## src/rtl/branch_predict_unit.sv

```systemverilog
// Branch predict unit: a direct-mapped, tagged table of branch targets with saturating
// direction counters. It also keeps branch/mispredict statistics. The optional return-address
// stack is enabled by defining BPU_RAS_EN. When that macro is undefined, the RAS ports remain,
// but ras_top reads 0 and ras_empty reads 1.
module branch_predict_unit #(
    parameter int unsigned XLEN      = 32,
    parameter int unsigned ENTRIES   = 16,
    parameter int unsigned CTR_BITS  = 2,
    parameter int unsigned RAS_DEPTH = 4
) (
    input  logic            clk,
    input  logic            reset,
    input  logic [XLEN-1:0] if_pc,
    output logic            pred_taken,
    output logic [XLEN-1:0] pred_target,
    input  logic            upd_valid,
    input  logic [XLEN-1:0] upd_pc,
    input  logic            upd_taken,
    input  logic [XLEN-1:0] upd_target,
    input  logic            upd_mispredict,
    input  logic            ras_push,
    input  logic [XLEN-1:0] ras_push_addr,
    input  logic            ras_pop,
    output logic [XLEN-1:0] ras_top,
    output logic            ras_empty,
    output logic [31:0]     stat_branches,
    output logic [31:0]     stat_mispredicts
);

    localparam int unsigned IDX   = $clog2(ENTRIES);
    localparam int unsigned TAG_W = XLEN - IDX - 2;
    localparam logic [CTR_BITS-1:0] CTR_MAX  = '1;
    localparam logic [CTR_BITS-1:0] CTR_WEAK = CTR_BITS'(1 << (CTR_BITS - 1));

    logic [ENTRIES-1:0]  valid_q, valid_d;
    logic [TAG_W-1:0]    tag_q    [ENTRIES];
    logic [TAG_W-1:0]    tag_d    [ENTRIES];
    logic [XLEN-1:0]     target_q [ENTRIES];
    logic [XLEN-1:0]     target_d [ENTRIES];
    logic [CTR_BITS-1:0] ctr_q    [ENTRIES];
    logic [CTR_BITS-1:0] ctr_d    [ENTRIES];
    logic [31:0]         stat_br_q, stat_br_d, stat_mp_q, stat_mp_d;

    logic [IDX-1:0]   if_idx, upd_idx;
    logic [TAG_W-1:0] if_tag, upd_tag;
    logic             if_hit, upd_hit;
    logic             unused_pc_lsbs;

    assign if_idx         = if_pc[IDX+1:2];
    assign if_tag         = if_pc[XLEN-1:IDX+2];
    assign upd_idx        = upd_pc[IDX+1:2];
    assign upd_tag        = upd_pc[XLEN-1:IDX+2];
    assign unused_pc_lsbs = ^{if_pc[1:0], upd_pc[1:0]};

    // Lookup reads registered state only, so a same-cycle update is not bypassed
    always_comb begin
        if_hit      = valid_q[if_idx] && (tag_q[if_idx] == if_tag);
        upd_hit     = valid_q[upd_idx] && (tag_q[upd_idx] == upd_tag);
        pred_taken  = if_hit && ctr_q[if_idx][CTR_BITS-1];
        pred_target = pred_taken ? target_q[if_idx] : if_pc + XLEN'(4);
    end

    // Table training: saturating counters on hit, allocate weakly-taken on a taken miss
    always_comb begin
        valid_d  = valid_q;
        tag_d    = tag_q;
        target_d = target_q;
        ctr_d    = ctr_q;
        if (upd_valid) begin
            if (upd_hit) begin
                if (upd_taken) begin
                    target_d[upd_idx] = upd_target;
                    if (ctr_q[upd_idx] != CTR_MAX) ctr_d[upd_idx] = ctr_q[upd_idx] + 1'b1;
                end else if (ctr_q[upd_idx] != '0) begin
                    ctr_d[upd_idx] = ctr_q[upd_idx] - 1'b1;
                end
            end else if (upd_taken) begin
                valid_d[upd_idx]  = 1'b1;
                tag_d[upd_idx]    = upd_tag;
                target_d[upd_idx] = upd_target;
                ctr_d[upd_idx]    = CTR_WEAK;
            end
        end
    end

    // Saturating statistics counters
    always_comb begin
        stat_br_d = stat_br_q;
        stat_mp_d = stat_mp_q;
        if (upd_valid && stat_br_q != '1) stat_br_d = stat_br_q + 32'd1;
        if (upd_valid && upd_mispredict && stat_mp_q != '1) stat_mp_d = stat_mp_q + 32'd1;
    end

    // Table and statistics registers
    always_ff @(posedge clk) begin
        if (reset) begin
            valid_q   <= '0;
            stat_br_q <= '0;
            stat_mp_q <= '0;
            for (int i = 0; i < int'(ENTRIES); i++) begin
                tag_q[i]    <= '0;
                target_q[i] <= '0;
                ctr_q[i]    <= '0;
            end
        end else begin
            valid_q   <= valid_d;
            tag_q     <= tag_d;
            target_q  <= target_d;
            ctr_q     <= ctr_d;
            stat_br_q <= stat_br_d;
            stat_mp_q <= stat_mp_d;
        end
    end

    assign stat_branches    = stat_br_q;
    assign stat_mispredicts = stat_mp_q;

`ifdef BPU_RAS_EN
    localparam int unsigned PTR_W = (RAS_DEPTH > 1) ? $clog2(RAS_DEPTH) : 1;
    localparam int unsigned CNT_W = $clog2(RAS_DEPTH + 1);

    logic [XLEN-1:0]  ras_q [RAS_DEPTH];
    logic [XLEN-1:0]  ras_d [RAS_DEPTH];
    logic [PTR_W-1:0] ptr_q, ptr_d, ptr_inc, ptr_dec;
    logic [CNT_W-1:0] cnt_q, cnt_d;

    // Circular stack: pointer marks the top; a push when full overwrites the oldest slot
    always_comb begin
        ras_d   = ras_q;
        ptr_d   = ptr_q;
        cnt_d   = cnt_q;
        ptr_inc = PTR_W'((32'(ptr_q) + 32'd1) % RAS_DEPTH);
        ptr_dec = PTR_W'((32'(ptr_q) + RAS_DEPTH - 32'd1) % RAS_DEPTH);
        if (ras_push && ras_pop && cnt_q != '0) begin
            ras_d[ptr_q] = ras_push_addr;
        end else if (ras_push) begin
            ptr_d        = ptr_inc;
            ras_d[ptr_inc] = ras_push_addr;
            if (cnt_q != CNT_W'(RAS_DEPTH)) cnt_d = cnt_q + 1'b1;
        end else if (ras_pop && cnt_q != '0) begin
            ptr_d = ptr_dec;
            cnt_d = cnt_q - 1'b1;
        end
        ras_top   = (cnt_q != '0) ? ras_q[ptr_q] : '0;
        ras_empty = (cnt_q == '0);
    end

    // RAS registers
    always_ff @(posedge clk) begin
        if (reset) begin
            ptr_q <= '0;
            cnt_q <= '0;
            for (int i = 0; i < int'(RAS_DEPTH); i++) ras_q[i] <= '0;
        end else begin
            ptr_q <= ptr_d;
            cnt_q <= cnt_d;
            ras_q <= ras_d;
        end
    end
`else
    logic unused_ras;

    assign unused_ras = ^{ras_push, ras_pop, ras_push_addr};
    assign ras_top    = '0;
    assign ras_empty  = 1'b1;
`endif

endmodule
```

## config.mk

```make
export PLATFORM = sky130hd
export DESIGN_NAME = branch_predict_unit
export DESIGN_NICKNAME = d
export VERILOG_FILES = /design/src/rtl/branch_predict_unit.sv
export SDC_FILE = /design/constraint.sdc
export NUM_CORES = 2
export LEC_CHECK = 0
export CAP_MARGIN = 10
export CORE_MARGIN = 1.5
export CORE_UTILIZATION = 50
export DETAILED_ROUTE_END_ITERATION = 10
export PLACE_DENSITY = 0.68
export RECOVER_POWER = 100
export SLEW_MARGIN = 20
export SYNTH_ARGS = -nofsm -noshare
export SYNTH_HDL_FRONTEND = slang
export SYNTH_SLANG_ARGS = --single-unit
```

## constraint.sdc

```tcl
create_clock -name clk -period 4.4 [get_ports clk]
set_input_delay 0.44 -clock clk [delete_from_list [all_inputs] [get_ports clk]]
set_output_delay 0.44 -clock clk [all_outputs]
set_load 0.01 [all_outputs]
```

# ---- Word level (Yosys, flattened, before mapping)
# Index checks and enable logic that the tools add are counted.
dict set report totals {
  latch_bits 0
  ramBits 0
  wordCells 126
  n_memories 0
  rom_bits 0
  ff_bits 1040
}
dict set report classes {
  order_cmp 6
  muxes 37
  n_eq_ne 6
  n_bitwise 7
  multipliers 0
  shifts 0
  reduce_logical 14
  addsub 5
  n_div 0
}
# op count
set op_table {}
lappend op_table {{$bwmux 512} 1}
lappend op_table {{$bwmux 416} 1}
lappend op_table {{$mux 32} 9}
lappend op_table {{$bmux 26 s4} 2}
lappend op_table {{$mux 26} 5}
lappend op_table {{$bmux 32 s4} 1}
lappend op_table {{$demux 32 s4} 1}
lappend op_table {{$demux 26 s4} 1}
lappend op_table {{$add 32x1->32 const B} 2}
lappend op_table {{$bwmux 32} 2}
lappend op_table {{$ne 32x32->1 const B} 2}
lappend op_table {{$eq 26x26->1} 2}
lappend op_table {{$add 32x3->32 const B} 1}
lappend op_table {{$or 16x16->16} 2}
lappend op_table {{$and 16x16->16} 1}
lappend op_table {{$bmux 2 s4} 2}
lappend op_table {{$not 16->16} 1}
lappend op_table {{$ge 5x5->1 const B} 2}
lappend op_table {{$lt 4x5->1 const B} 2}
lappend op_table {{$mux 2} 5}
lappend op_table {{$not 4->5} 2}
lappend op_table {{$bmux 1 s4} 2}
lappend op_table {{$demux 2 s4} 1}
lappend op_table {{$logic_and 1x1->1} 8}
lappend op_table {{other kinds (13)} 17}

# ---- Logic depth before layout (Yosys ltp)
dict set report depth {
  ltp_word 9
  mapped_depth 18
  ltp_nobuf 10
}

# ---- Least setup slack after synthesis
# Ideal clock, no wire load.
dict set report synth_path {
  path_kind {in2out}
  startpoint {input if_pc[2]}
  endpoint {output pred_target[10]}
  t_arrival_ps 3529
  path_slack_ps 431
  path_stages 12
  cell_sequence {buf_2 buf_2 buf_2 mux4_2 mux4_2 xnor2_1 nand4_1 nor4_1 nand2_1 buf_2 clkbuf_1 a21oi_1}
}
dict set report synth_between {
  elab_chain_len 8
}
# element line
set synth_lines {}
lappend synth_lines {{start, declared} 13} ;# input logic [XLEN-1:0] if_pc,
lappend synth_lines {{$not 4->5 (not written as such)} {57, 59, 60}}
lappend synth_lines {{$bmux 26 s4} 57} ;# if_hit = valid_q[if_idx] && (tag_q[if_idx] == if_tag);
lappend synth_lines {{$mux 26 (not written as such) (2 in series)} 57}
lappend synth_lines {{$eq 26x26->1} 57}
lappend synth_lines {{$logic_and 1x1->1} 57}
lappend synth_lines {{$logic_and 1x1->1} 59} ;# pred_taken = if_hit && ctr_q[if_idx][CTR_BITS-1];
lappend synth_lines {{$mux 32 *} 60} ;# pred_target = pred_taken ? target_q[if_idx] : if_pc + XLEN'(4);
lappend synth_lines {{end, declared} 15} ;# output logic [XLEN-1:0] pred_target,
# Mark *: on every way between the ends. The rest lies on a longest branch, timed or not. The select of a mux whose other input is x is not followed.

# ---- Final worst setup path
dict set report layout_path {
  startpoint {register tag_q[148] (netlist bit)}
  endpoint {output pred_target[26]}
}
dict set report layout_between {
  elab_chain_len 7
}
# element line
set layout_lines {}
lappend layout_lines {{start, declared} 36} ;# logic [TAG_W-1:0] tag_q [ENTRIES];
lappend layout_lines {{start signal, assigned} 107} ;# tag_q <= tag_d;
lappend layout_lines {{$bmux 26 s4} 57}
lappend layout_lines {{$mux 26 (not written as such) (2 in series)} 57}
lappend layout_lines {{$eq 26x26->1} 57}
lappend layout_lines {{$logic_and 1x1->1} 57}
lappend layout_lines {{$logic_and 1x1->1} 59}
lappend layout_lines {{$mux 32} 60}
# No other way between the ends. The select of a mux whose other input is x is not followed.

==> results.py <==
metrics = {
    "outcome": {
        "failed_checks": "max-capacitance violations, max-slew violations, negative setup slack",
        "outcome": "finished, violations left",
    },
    "logic_synthesis": {
        "synth-seq-area-share_pct": 41.2,
        "syn_inst": 5417,
        "synth_edf_count": 0,
        "async_flop_share_pct": 0,
        "synth_commonest_cells": "nand2_1, dfxtp_1, a21oi_1",
        "synth.cell_area_mm2": 0.0505,
        "synth_cell_types": 66,
        "netlist.area_leader.share_pct": 41.2,
        "yosysWarnings": 0,
        "synth_area_leaders": "dfxtp_1, mux4_2, nand2_1, mux2i_1, a21oi_1",
        "synth_top_area_cell": "dfxtp_1",
        "yosys.cell_count.top_type": "nand2_1",
        "ys.flop_type": "dfxtp_1",
        "ys_ff_latch": 1040,
        "syn_area_per_cell_um2": 9.32,
    },
    "grt": {
        "grt.overflow.total": 0,
        "grt_max_degree": 153,
        "grt_pass1_wl_um": 250000,
        "track_usage_pct": 31.8,
        "antenna_found_initial": 6,
        "grt_pass1_vias": 40000,
    },
    "setup_path": {
        "crit_path_start_kind": "register",
        "worstPathMaxFanout": 4,
        "worstPathArrival_ns": 4.02,
        "worstSetupPathType": "register to primary output",
        "end_kind": "primary output",
        "startpoint": "tag_q[148]",
        "r2r-start": "tag_q[390]",
        "cp_data_required_time_ns": 3.96,
    },
    "placed_design": {
        "gp_congestion": 0.900,
        "hpwlAfterDp_um": 97800,
        "io_buffers": 195,
        "place_ws_ns": -0.102,
    },
    "timing": {
        "rsz0062_at_grt": "yes",
        "fmax_ghz": 0.224,
        "setup_viol": 9,
        "setup_tns_ns": -0.340,
        "relSlewSlack_pct": -83.3,
        "min_period_over_period_pct": 101,
        "finalClockSkew_ns": 0.0275,
        "layout_setup_ws_ns": -0.0617,
        "worstMarginPinSlew_ns": 2.75,
        "drv_slew": 295,
        "fin_crit_ns": 4.46,
        "finalHoldViolCount": 0,
    },
    "finish": {
        "drive_gt1_share_pct": 16.7,
        "area_delta_synth_final_pct": 14.3,
        "n_fill_cell": 8534,
        "fin_nets": 5559,
    },
    "floorplan": {
        "pin_count": 265,
        "initial_core_util_pct": 50.4,
        "die-area_mm2": 0.103,
        "die_w_um": 321,
        "core-area_mm2": 0.100,
        "die_y_um": 321,
        "rows": 116,
    },
    "power": {
        "power_density_mw_per_mm2": 366,
        "irDropWorstVdd_uv": 319,
        "p_leak_nw": 19.4,
    },
    "flow_run": {
        "cap_violations": 10,
    },
    "clock_tree": {
        "hold_buffers": 0,
        "cts_tree": "built",
        "cts-root-buf": "clkbuf_16",
        "clk_latency_ns": 0.70,
        "cts_made_buffers": 109,
        "cts_max_level": 3,
        "cts_buffer_depth": 3,
        "clock-sinks": 1040,
        "clk_pin_slew_worst_paths_ns": 0.06,
    },
    "routing": {
        "drtAntennaViolNets": 0,
        "num_vias": 42000,
        "remaining_drc_errors": 0,
        "routed_wl_um": 167000,
        "drtIter0Drc": 5863,
        "via_per_inst": 6.17,
        "wl_per_cell_um": 24.5,
        "drtPass1Iterations": 7,
    },
    "worst_hold_path": {
        "hp-start": "reset",
        "holdCritPathClass": "input pin to register",
    },
}
-- per-stage QoR --
stage | total power, mW | utilization (%) | hold WS (ns) | area [um^2] | instances
after floorplan | 10.7 | - | 0.433 | 50600 | 5448
after global placement | 11.3 | 53.8 | 0.438 | 53900 | 6597
after detailed placement | 11.3 | 53.8 | 0.443 | 53900 | 6597
after CTS | 21.1 | 57.8 | 0.246 | 57900 | 6809
after global routing | 21.6 | 57.6 | 0.283 | 57700 | 6811
final | 21.1 | 57.6 | 0.229 | 57700 | 6812
-- critical path: stages, from the launching register on --
cell and delay (ns):
dfxtp_1 0.33, mux4_2 0.47, mux4_2 0.59, xnor2_2 0.19
o211ai_1 0.11, or3b_4 0.42, nor4_4 0.29, nand2_4 0.18
buf_8 0.19, buf_8 0.13, mux2_4 0.29, buf_6 0.12
-- state kept, by name, indices dropped and copies added (netlist names) --
| signal | cells |
|---|---|
| target_q | 512 |
| tag_q | 416 |
| ctr_q | 32 |
| stat_branches | 32 |
| stat_mispredicts | 32 |
| valid_q | 16 |
-- where the power goes --
part	switching [mW]	leakage, nW	internal, mW
logic	0.988	9.08	0.571
registers	0.0459	8.39	9.48
clock network	4.00	1.90	5.99
-- per-layer routing --
metal  up-vias  global-route usage, %  wire (um)
li1      18700                      -          -
met1     20600                   43.5      66800
met2      2284                   49.3      74800
met3       466                   6.39      17600
met4         4                   12.8       7450
met5         -                      0         21
-- final timing paths --
path,end,slack [ns],cells after the start
worst min-delay path,tag_q[102],0.23,2
worst min register to register,target_q[443],0.45,2
worst max-delay path,pred_target[26],-0.06,11
worst max register to register,tag_q[368],0.63,13
-- cells in the final DEF (no fill, tap or decap), types with 20 or more instances in the layout --
cell and count:
nand3_1 52, o22ai_1 22, mux2i_1 428, buf_12 31, buf_4 143, o21ai_0 137, xnor2_1 76, buf_2 25
mux4_2 370, clkdlybuf4s50_1 88, dfxtp_1 1035, clkbuf_16 110, a21oi_1 644, xor2_1 62, clkbuf_8 24, nand4_1 42
nand2b_1 37, dlygate4sd3_1 65, nand2_1 1211, clkbuf_1 31, nor2_1 461, clkbuf_2 20, mux2_2 22, conb_1 33
-- layout make-up --
class / instances / area (um^2) / area share (%)
Clock buffer: 155 / 3160 / 5.48
Timing Repair Buffer: 413 / 3840 / 6.65
Tap cell: 1298 / 1620 / 2.82
Inverter: 15 / 56.3 / 0.0976
Clock inverter: 47 / 724 / 1.26
Antenna cell: 4 / 10.0 / 0.0174
Multi-Input combinational cell: 3840 / 27500 / 47.6
Sequential cell: 1040 / 20800 / 36.1
-- repair_timing --
action                                  CTS  global route
cloned                                    4             0
resized for setup                       128            75
endpoints found under the setup margin   33            32
pin swaps                                 3             7
endpoints found under the hold margin     0             0
setup buffers                             6             4
-- cell families (layout without fill, tap and decap cells) --
family	after synthesis	in the layout	synth area share [%]
AOI/OAI and AO/OA	885	885	9.26
and+or+nand+nor	1952	1952	16.0
adders and majority gates	5	5	0.124
other	2	37	0.0149
DFF	1040	1040	41.2
buffers and inverters	568	630	5.21
muxes	825	825	25.7
xor gates and xnor gates	140	140	2.43
Power figures use the tool's default switching activity.
